`config.mk`:
```
export PLATFORM = sky130hd
export DESIGN_NAME = afpm_rr_arbiter_flat
export DESIGN_NICKNAME = d
export VERILOG_FILES = /design/src/rtl/afpm_rr_arbiter_if.sv /design/src/rtl/afpm_rr_arbiter.sv /design/src/flat_wrapper.sv
export SDC_FILE = /design/constraint.sdc
export NUM_CORES = 1
export LEC_CHECK = 0
export BUFFER_PORTS_ARGS = -buffer_cell sky130_fd_sc_hd__buf_2
export CORE_MARGIN = 2
export CORE_UTILIZATION = 40
export CTS_CLUSTER_DIAMETER = 30
export DETAILED_ROUTE_END_ITERATION = 8
export GPL_TIMING_DRIVEN = 0
export PLACE_DENSITY = 0.84
export SLEW_MARGIN = 25
export SYNTH_ARGS = -nofsm -noshare
export SYNTH_HDL_FRONTEND = slang
export SYNTH_SLANG_ARGS = --single-unit
```
`constraint.sdc`:
```
create_clock -name clk -period 2 [get_ports clk]
set_clock_uncertainty 0.1 [all_clocks]
set_input_delay 0.3 -clock clk [delete_from_list [all_inputs] [get_ports clk]]
set_output_delay 0.3 -clock clk [all_outputs]
set_load 0.005 [all_outputs]
```
`src/rtl/afpm_rr_arbiter_if.sv`:
```
// Request/multiplier/response bundle shared by the FP16 multiplier arbiter and its users.
// slave is the arbiter's view; master is the requester/multiplier side.
interface afpm_rr_arbiter_if #(
  parameter int NREQ = 4,
  parameter int W    = 16
);
  localparam int IW = $clog2(NREQ);

  logic [NREQ-1:0]   req_valid;
  logic [NREQ-1:0]   req_ready;
  logic [NREQ*W-1:0] req_a;
  logic [NREQ*W-1:0] req_b;
  logic              mul_start;
  logic [W-1:0]      mul_a;
  logic [W-1:0]      mul_b;
  logic              mul_done;
  logic [W-1:0]      mul_result;
  logic [NREQ-1:0]   rsp_valid;
  logic [NREQ-1:0]   rsp_ready;
  logic [W-1:0]      rsp_data;
  logic              rsp_err;
  logic              busy;
  logic [IW-1:0]     grant_id;

  modport slave (
    input  req_valid, req_a, req_b, mul_done, mul_result, rsp_ready,
    output req_ready, mul_start, mul_a, mul_b, rsp_valid, rsp_data, rsp_err, busy, grant_id
  );

  modport master (
    output req_valid, req_a, req_b, mul_done, mul_result, rsp_ready,
    input  req_ready, mul_start, mul_a, mul_b, rsp_valid, rsp_data, rsp_err, busy, grant_id
  );
endinterface

```
`src/rtl/afpm_rr_arbiter.sv`:
```
// Round-robin arbiter sharing one FP16 multiplier; one op in flight, accept->rsp_valid min 3 cycles.
// Holds the response until the grantee's rsp_ready; a silent multiplier is aborted with a qNaN error.
module afpm_rr_arbiter #(
  parameter int NREQ    = 4,
  parameter int W       = 16,
  parameter int TIMEOUT = 64
) (
  input logic              clk,
  input logic              rst_n,
  afpm_rr_arbiter_if.slave bus
);
  localparam int IW = $clog2(NREQ);
  localparam int CW = $clog2(TIMEOUT);
  localparam logic [W-1:0] QNAN = W'(16'h7E00);

  typedef enum logic [1:0] {IDLE, ISSUE, WAIT, RESP} state_t;

  state_t        state_q;
  logic [IW-1:0] last_grant_q;
  logic [IW-1:0] grant_id_q;
  logic [CW-1:0] cnt_q;
  logic          mul_start_q;
  logic [W-1:0]  mul_a_q;
  logic [W-1:0]  mul_b_q;
  logic          rsp_valid_q;
  logic [W-1:0]  rsp_data_q;
  logic          rsp_err_q;

  logic          win_vld;
  logic [IW-1:0] win_idx;
  logic [NREQ-1:0] req_ready_d;
  logic [NREQ-1:0] rsp_valid_d;

  // Walk downward so the last hit is the first set bit above last_grant (wrapping).
  always_comb begin
    win_vld = 1'b0;
    win_idx = '0;
    for (int k = NREQ; k >= 1; k--) begin
      if (bus.req_valid[(int'(last_grant_q) + k) % NREQ]) begin
        win_vld = 1'b1;
        win_idx = IW'((int'(last_grant_q) + k) % NREQ);
      end
    end
  end

  always_comb begin
    req_ready_d = '0;
    if (state_q == IDLE && win_vld) req_ready_d[win_idx] = 1'b1;
  end

  always_comb begin
    rsp_valid_d = '0;
    if (rsp_valid_q) rsp_valid_d[grant_id_q] = 1'b1;
  end

  always_ff @(posedge clk or negedge rst_n) begin
    if (!rst_n) begin
      state_q      <= IDLE;
      last_grant_q <= IW'(NREQ - 1);
      grant_id_q   <= '0;
      cnt_q        <= '0;
      mul_start_q  <= 1'b0;
      mul_a_q      <= '0;
      mul_b_q      <= '0;
      rsp_valid_q  <= 1'b0;
      rsp_data_q   <= '0;
      rsp_err_q    <= 1'b0;
    end else begin
      mul_start_q <= 1'b0;
      case (state_q)
        IDLE: begin
          if (win_vld) begin
            mul_a_q     <= bus.req_a[win_idx*W +: W];
            mul_b_q     <= bus.req_b[win_idx*W +: W];
            grant_id_q  <= win_idx;
            mul_start_q <= 1'b1;
            state_q     <= ISSUE;
          end
        end
        ISSUE: begin
          cnt_q   <= '0;
          state_q <= WAIT;
        end
        WAIT: begin
          // A completion in the final count cycle still wins over the abort.
          if (bus.mul_done) begin
            rsp_data_q  <= bus.mul_result;
            rsp_err_q   <= 1'b0;
            rsp_valid_q <= 1'b1;
            state_q     <= RESP;
          end else if (cnt_q == CW'(TIMEOUT - 1)) begin
            rsp_data_q  <= QNAN;
            rsp_err_q   <= 1'b1;
            rsp_valid_q <= 1'b1;
            state_q     <= RESP;
          end else begin
            cnt_q <= cnt_q + 1'b1;
          end
        end
        RESP: begin
          if (bus.rsp_ready[grant_id_q]) begin
            last_grant_q <= grant_id_q;
            rsp_valid_q  <= 1'b0;
            state_q      <= IDLE;
          end
        end
        default: state_q <= IDLE;
      endcase
    end
  end

  assign bus.req_ready = req_ready_d;
  assign bus.mul_start = mul_start_q;
  assign bus.mul_a     = mul_a_q;
  assign bus.mul_b     = mul_b_q;
  assign bus.rsp_valid = rsp_valid_d;
  assign bus.rsp_data  = rsp_data_q;
  assign bus.rsp_err   = rsp_err_q;
  assign bus.busy      = (state_q != IDLE);
  assign bus.grant_id  = grant_id_q;
endmodule

```
`src/flat_wrapper.sv`:
```
// flat-port wrapper written by rule: the top's interface ports become plain ports
module afpm_rr_arbiter_flat 
#(
  parameter int NREQ    = 4,
  parameter int W       = 16,
  parameter int TIMEOUT = 64
)
  (clk, rst_n, bus_req_valid, bus_req_a, bus_req_b, bus_mul_done, bus_mul_result, bus_rsp_ready, bus_req_ready, bus_mul_start, bus_mul_a, bus_mul_b, bus_rsp_valid, bus_rsp_data, bus_rsp_err, bus_busy, bus_grant_id);
  afpm_rr_arbiter_if #(.NREQ(NREQ), .W(W)) bus_i ();
  input logic clk;
  input logic rst_n;
  input wire logic [$bits(bus_i.req_valid)-1:0] bus_req_valid;
  input wire logic [$bits(bus_i.req_a)-1:0] bus_req_a;
  input wire logic [$bits(bus_i.req_b)-1:0] bus_req_b;
  input wire logic [$bits(bus_i.mul_done)-1:0] bus_mul_done;
  input wire logic [$bits(bus_i.mul_result)-1:0] bus_mul_result;
  input wire logic [$bits(bus_i.rsp_ready)-1:0] bus_rsp_ready;
  output wire logic [$bits(bus_i.req_ready)-1:0] bus_req_ready;
  output wire logic [$bits(bus_i.mul_start)-1:0] bus_mul_start;
  output wire logic [$bits(bus_i.mul_a)-1:0] bus_mul_a;
  output wire logic [$bits(bus_i.mul_b)-1:0] bus_mul_b;
  output wire logic [$bits(bus_i.rsp_valid)-1:0] bus_rsp_valid;
  output wire logic [$bits(bus_i.rsp_data)-1:0] bus_rsp_data;
  output wire logic [$bits(bus_i.rsp_err)-1:0] bus_rsp_err;
  output wire logic [$bits(bus_i.busy)-1:0] bus_busy;
  output wire logic [$bits(bus_i.grant_id)-1:0] bus_grant_id;
  assign bus_i.req_valid = bus_req_valid;
  assign bus_i.req_a = bus_req_a;
  assign bus_i.req_b = bus_req_b;
  assign bus_i.mul_done = bus_mul_done;
  assign bus_i.mul_result = bus_mul_result;
  assign bus_i.rsp_ready = bus_rsp_ready;
  assign bus_req_ready = bus_i.req_ready;
  assign bus_mul_start = bus_i.mul_start;
  assign bus_mul_a = bus_i.mul_a;
  assign bus_mul_b = bus_i.mul_b;
  assign bus_rsp_valid = bus_i.rsp_valid;
  assign bus_rsp_data = bus_i.rsp_data;
  assign bus_rsp_err = bus_i.rsp_err;
  assign bus_busy = bus_i.busy;
  assign bus_grant_id = bus_i.grant_id;
  afpm_rr_arbiter #(.NREQ(NREQ), .W(W), .TIMEOUT(TIMEOUT)) u_core (.clk(clk), .rst_n(rst_n), .bus(bus_i));
endmodule
```
==> summary.txt <==
status = finished, violations left
failing checks = negative setup slack
Synth Flop Type = dfrtp_1
layer with the highest usage = met2
CTS root buf = clkbuf_8
cells after synthesis = 402
routability congestion estimate = 0.8517
Post-synth EDFFs = 0
global-route usage over all layers = 25.35%
Yosys cell types = 50
global-route wire length before repair = 20350 um
initial antenna violation count = 0
Max Transition Viols Final = 0
Crit Path Max Fanout = 5
CTS tree = done
Placement Rows = 35
Ys Warns = 0
NumNets Final = 808
final critical-path share of the clock period = 115.9%
Hold Vio Cnt, Final = 0
Inserted Clock Buffers = 9
die area = 10130 um^2
syn_area_per_cell = 9.291 um^2
ys async rst share = 100.0%
Die Wd = 100.6 um
power per cell area = 1365 nW/um^2
largest net degree at the start of global routing = 50
IO buf count = 214
Die Height = 100.6 um
Initial Util = 40.81%
Fin Setup TNS = -4857 ps
# Max-Cap Violations = 0
ANT nets after route = 0
commonest cells after routing, fill and taps aside = 211 x buf_2, 60 x dfrtp_1, 58 x nand2_1
clock sink count = 63
Syn Std Cell Area = 3735 um^2
core outline area = 9153 um^2
Fillers = 727
endpoint class of the critical path = output port
Finished Layout Cells = 764
Min Clock Period, post-route = 2317 ps
final wirelength = 13830 um
final setup margin = -317.2 ps
Worst Hold Class = input port to flip-flop
Layout Utilization = 63.84%
share of cells above drive strength 1 = 53.45%
maximum buffer depth of the clock tree = 2
met3 Use GR = 4.646%
post-DP HPWL = 9634 um
ANT cells = 0
Slew HR = 70.52%
Pleak = 0.002794 uW
total power = 7977 uW
via count = 4183
met2 Use GR = 45.59%
WL/cell = 18.10 um
Max Fclk = 431.5 MHz
Slew @ Worst Pin = 438.2 ps
commonest non-fill, non-tap cell in the layout = buf_2
Setup Viol. Count Final = 36
met1 GRT Util = 29.55%
post-synthesis register bit count = 63
TritonRoute pass-1 iters = 4
CP arrival = 1920 ps
latest clock arrival within the worst-skew pair = 340 ps
critical path class = flip-flop to output port
drt drc = 0
number of global-route vias before repair = 4225
H-tree depth = 3
register area share after synthesis = 42.28%
total grt overflow = 0
num ports = 216
type of origin of the critical path = flip-flop
pre-CTS setup slack = -342.4 ps
clock slew at reported path FFs = 80 ps
starting DRC count in detailed routing = 170
Placed Cells incl. Taps = 728
setup slack, reg-to-reg = -260 ps
peak supply drop = 0.7986 mV
Worst Path Required = 1600 ps
RSZ-0062 raised after global routing = true
vias per cell = 5.475
Post-Synthesis Net Count = 562
P&R area growth vs syn = 56.45%
metal layers:
layer | routed length (um) | vias up
li1 | - | 1953
met1 | 5389 | 1980
met2 | 7173 | 216
met3 | 878 | 34
met4 | 390 | 0
met5 | 0 | -
synthesized netlist by cell type, drive strengths merged, types with 2 or more instances:
cell type | instances | area [um^2]
a21oi | 2 | 10.01
nand4 | 3 | 18.77
dfstp | 2 | 52.55
nand2b | 5 | 33.78
dfrtp | 61 | 1526
buf | 21 | 132.6
a211oi | 64 | 495.5
and3 | 3 | 18.77
nor3b | 3 | 27.52
nand3 | 15 | 75.07
inv | 5 | 18.76
nand2 | 58 | 217.7
a21boi | 16 | 120.1
clkbuf | 9 | 33.78
nor2b | 8 | 50.05
nor3 | 19 | 106.4
mux2 | 3 | 33.78
mux2i | 33 | 330.3
nor2 | 39 | 156.4
o21ai | 12 | 60.05
ha | 5 | 62.56
path summary, 6_finish.rpt:
path / from / to / depth (start not counted)
hold / removal: bus_mul_result[5] / u_core.bus.rsp_data[5] / 3
hold reg to reg: u_core.bus.rsp_data[6] / u_core.bus.rsp_data[6] / 2
setup / recovery: u_core.last_grant_q[1] / bus_req_ready[2] / 6
min in group asynchronous: rst_n / u_core.bus.rsp_data[10] / 2
max in group asynchronous: rst_n / u_core.last_grant_q[0] / 3
setup reg to reg: u_core.last_grant_q[1] / u_core.bus.mul_a[2] / 9
kinds of logic after synthesis:
kind of cell / Yosys count / synth area share (%)
XOR/XNOR: 2 / 0.4691
multiplexers: 37 / 10.35
adder cells (fa/ha/maj): 5 / 1.675
buffers and inverters: 35 / 4.958
AO/OA/AOI/OAI: 103 / 20.67
flip-flops: 63 / 42.28
AND/OR/NAND/NOR: 157 / 19.60
per-stage QoR:
stage | area [um^2] | hold WS (ps)
detailed placement | 4981 | 74.17
CTS | 5482 | 92.66
finish | 5843 | 110.3
global route | 5843 | 102.5
floorplan | 3741 | -95.59
global placement | 4951 | 346.3
flip-flops by register name, summed over array words and instances, names as in the netlist:
register	count
u_core.bus.mul_b	16
u_core.last_grant_q	2
u_core.bus.rsp_data	16
u_core.bus.rsp_err	1
u_core.bus.mul_a	16
u_core.bus.grant_id	2
u_core.bus.mul_start	1
u_core.state_q	2
u_core.rsp_valid_q	1
u_core.cnt_q	6
final cells by class:
class	count	area (um^2)	area share, %
multi-input cells	304	2335	39.96
flip-flops and latches	63	1580	27.05
repair buffers	240	1378	23.58
plain buffers	25	219.0	3.747
well taps	111	138.9	2.377
clock buffers	9	123.9	2.120
clock inverters	7	50.05	0.8565
inverters	5	18.77	0.3212
critical path, stage by stage, from the launching register on:
cell	delay (ps)
dfstp_2	580
a21boi_0	130
o21bai_2	290
and2_4	210
buf_6	100
and3_4	170
buf_6	100
repair_timing:
action                                 in CTS  in global routing
cloned                                      1                  1
hold buffers                                1                  0
gates resized for setup                    43                 72
setup endpoints to repair                  39                 57
endpoints found under the hold margin      14                  0
pin swaps                                   7                 19
buffers inserted                           18                  6
where the power goes:
part	total, uW	switching (uW)	internal [uW]	leakage (uW)
combinational	4660	2430	2220	0.00198
clock	993	545	449	0.0000812
sequential	2330	426	1900	0.000733
(Power assumes the default switching activity.)
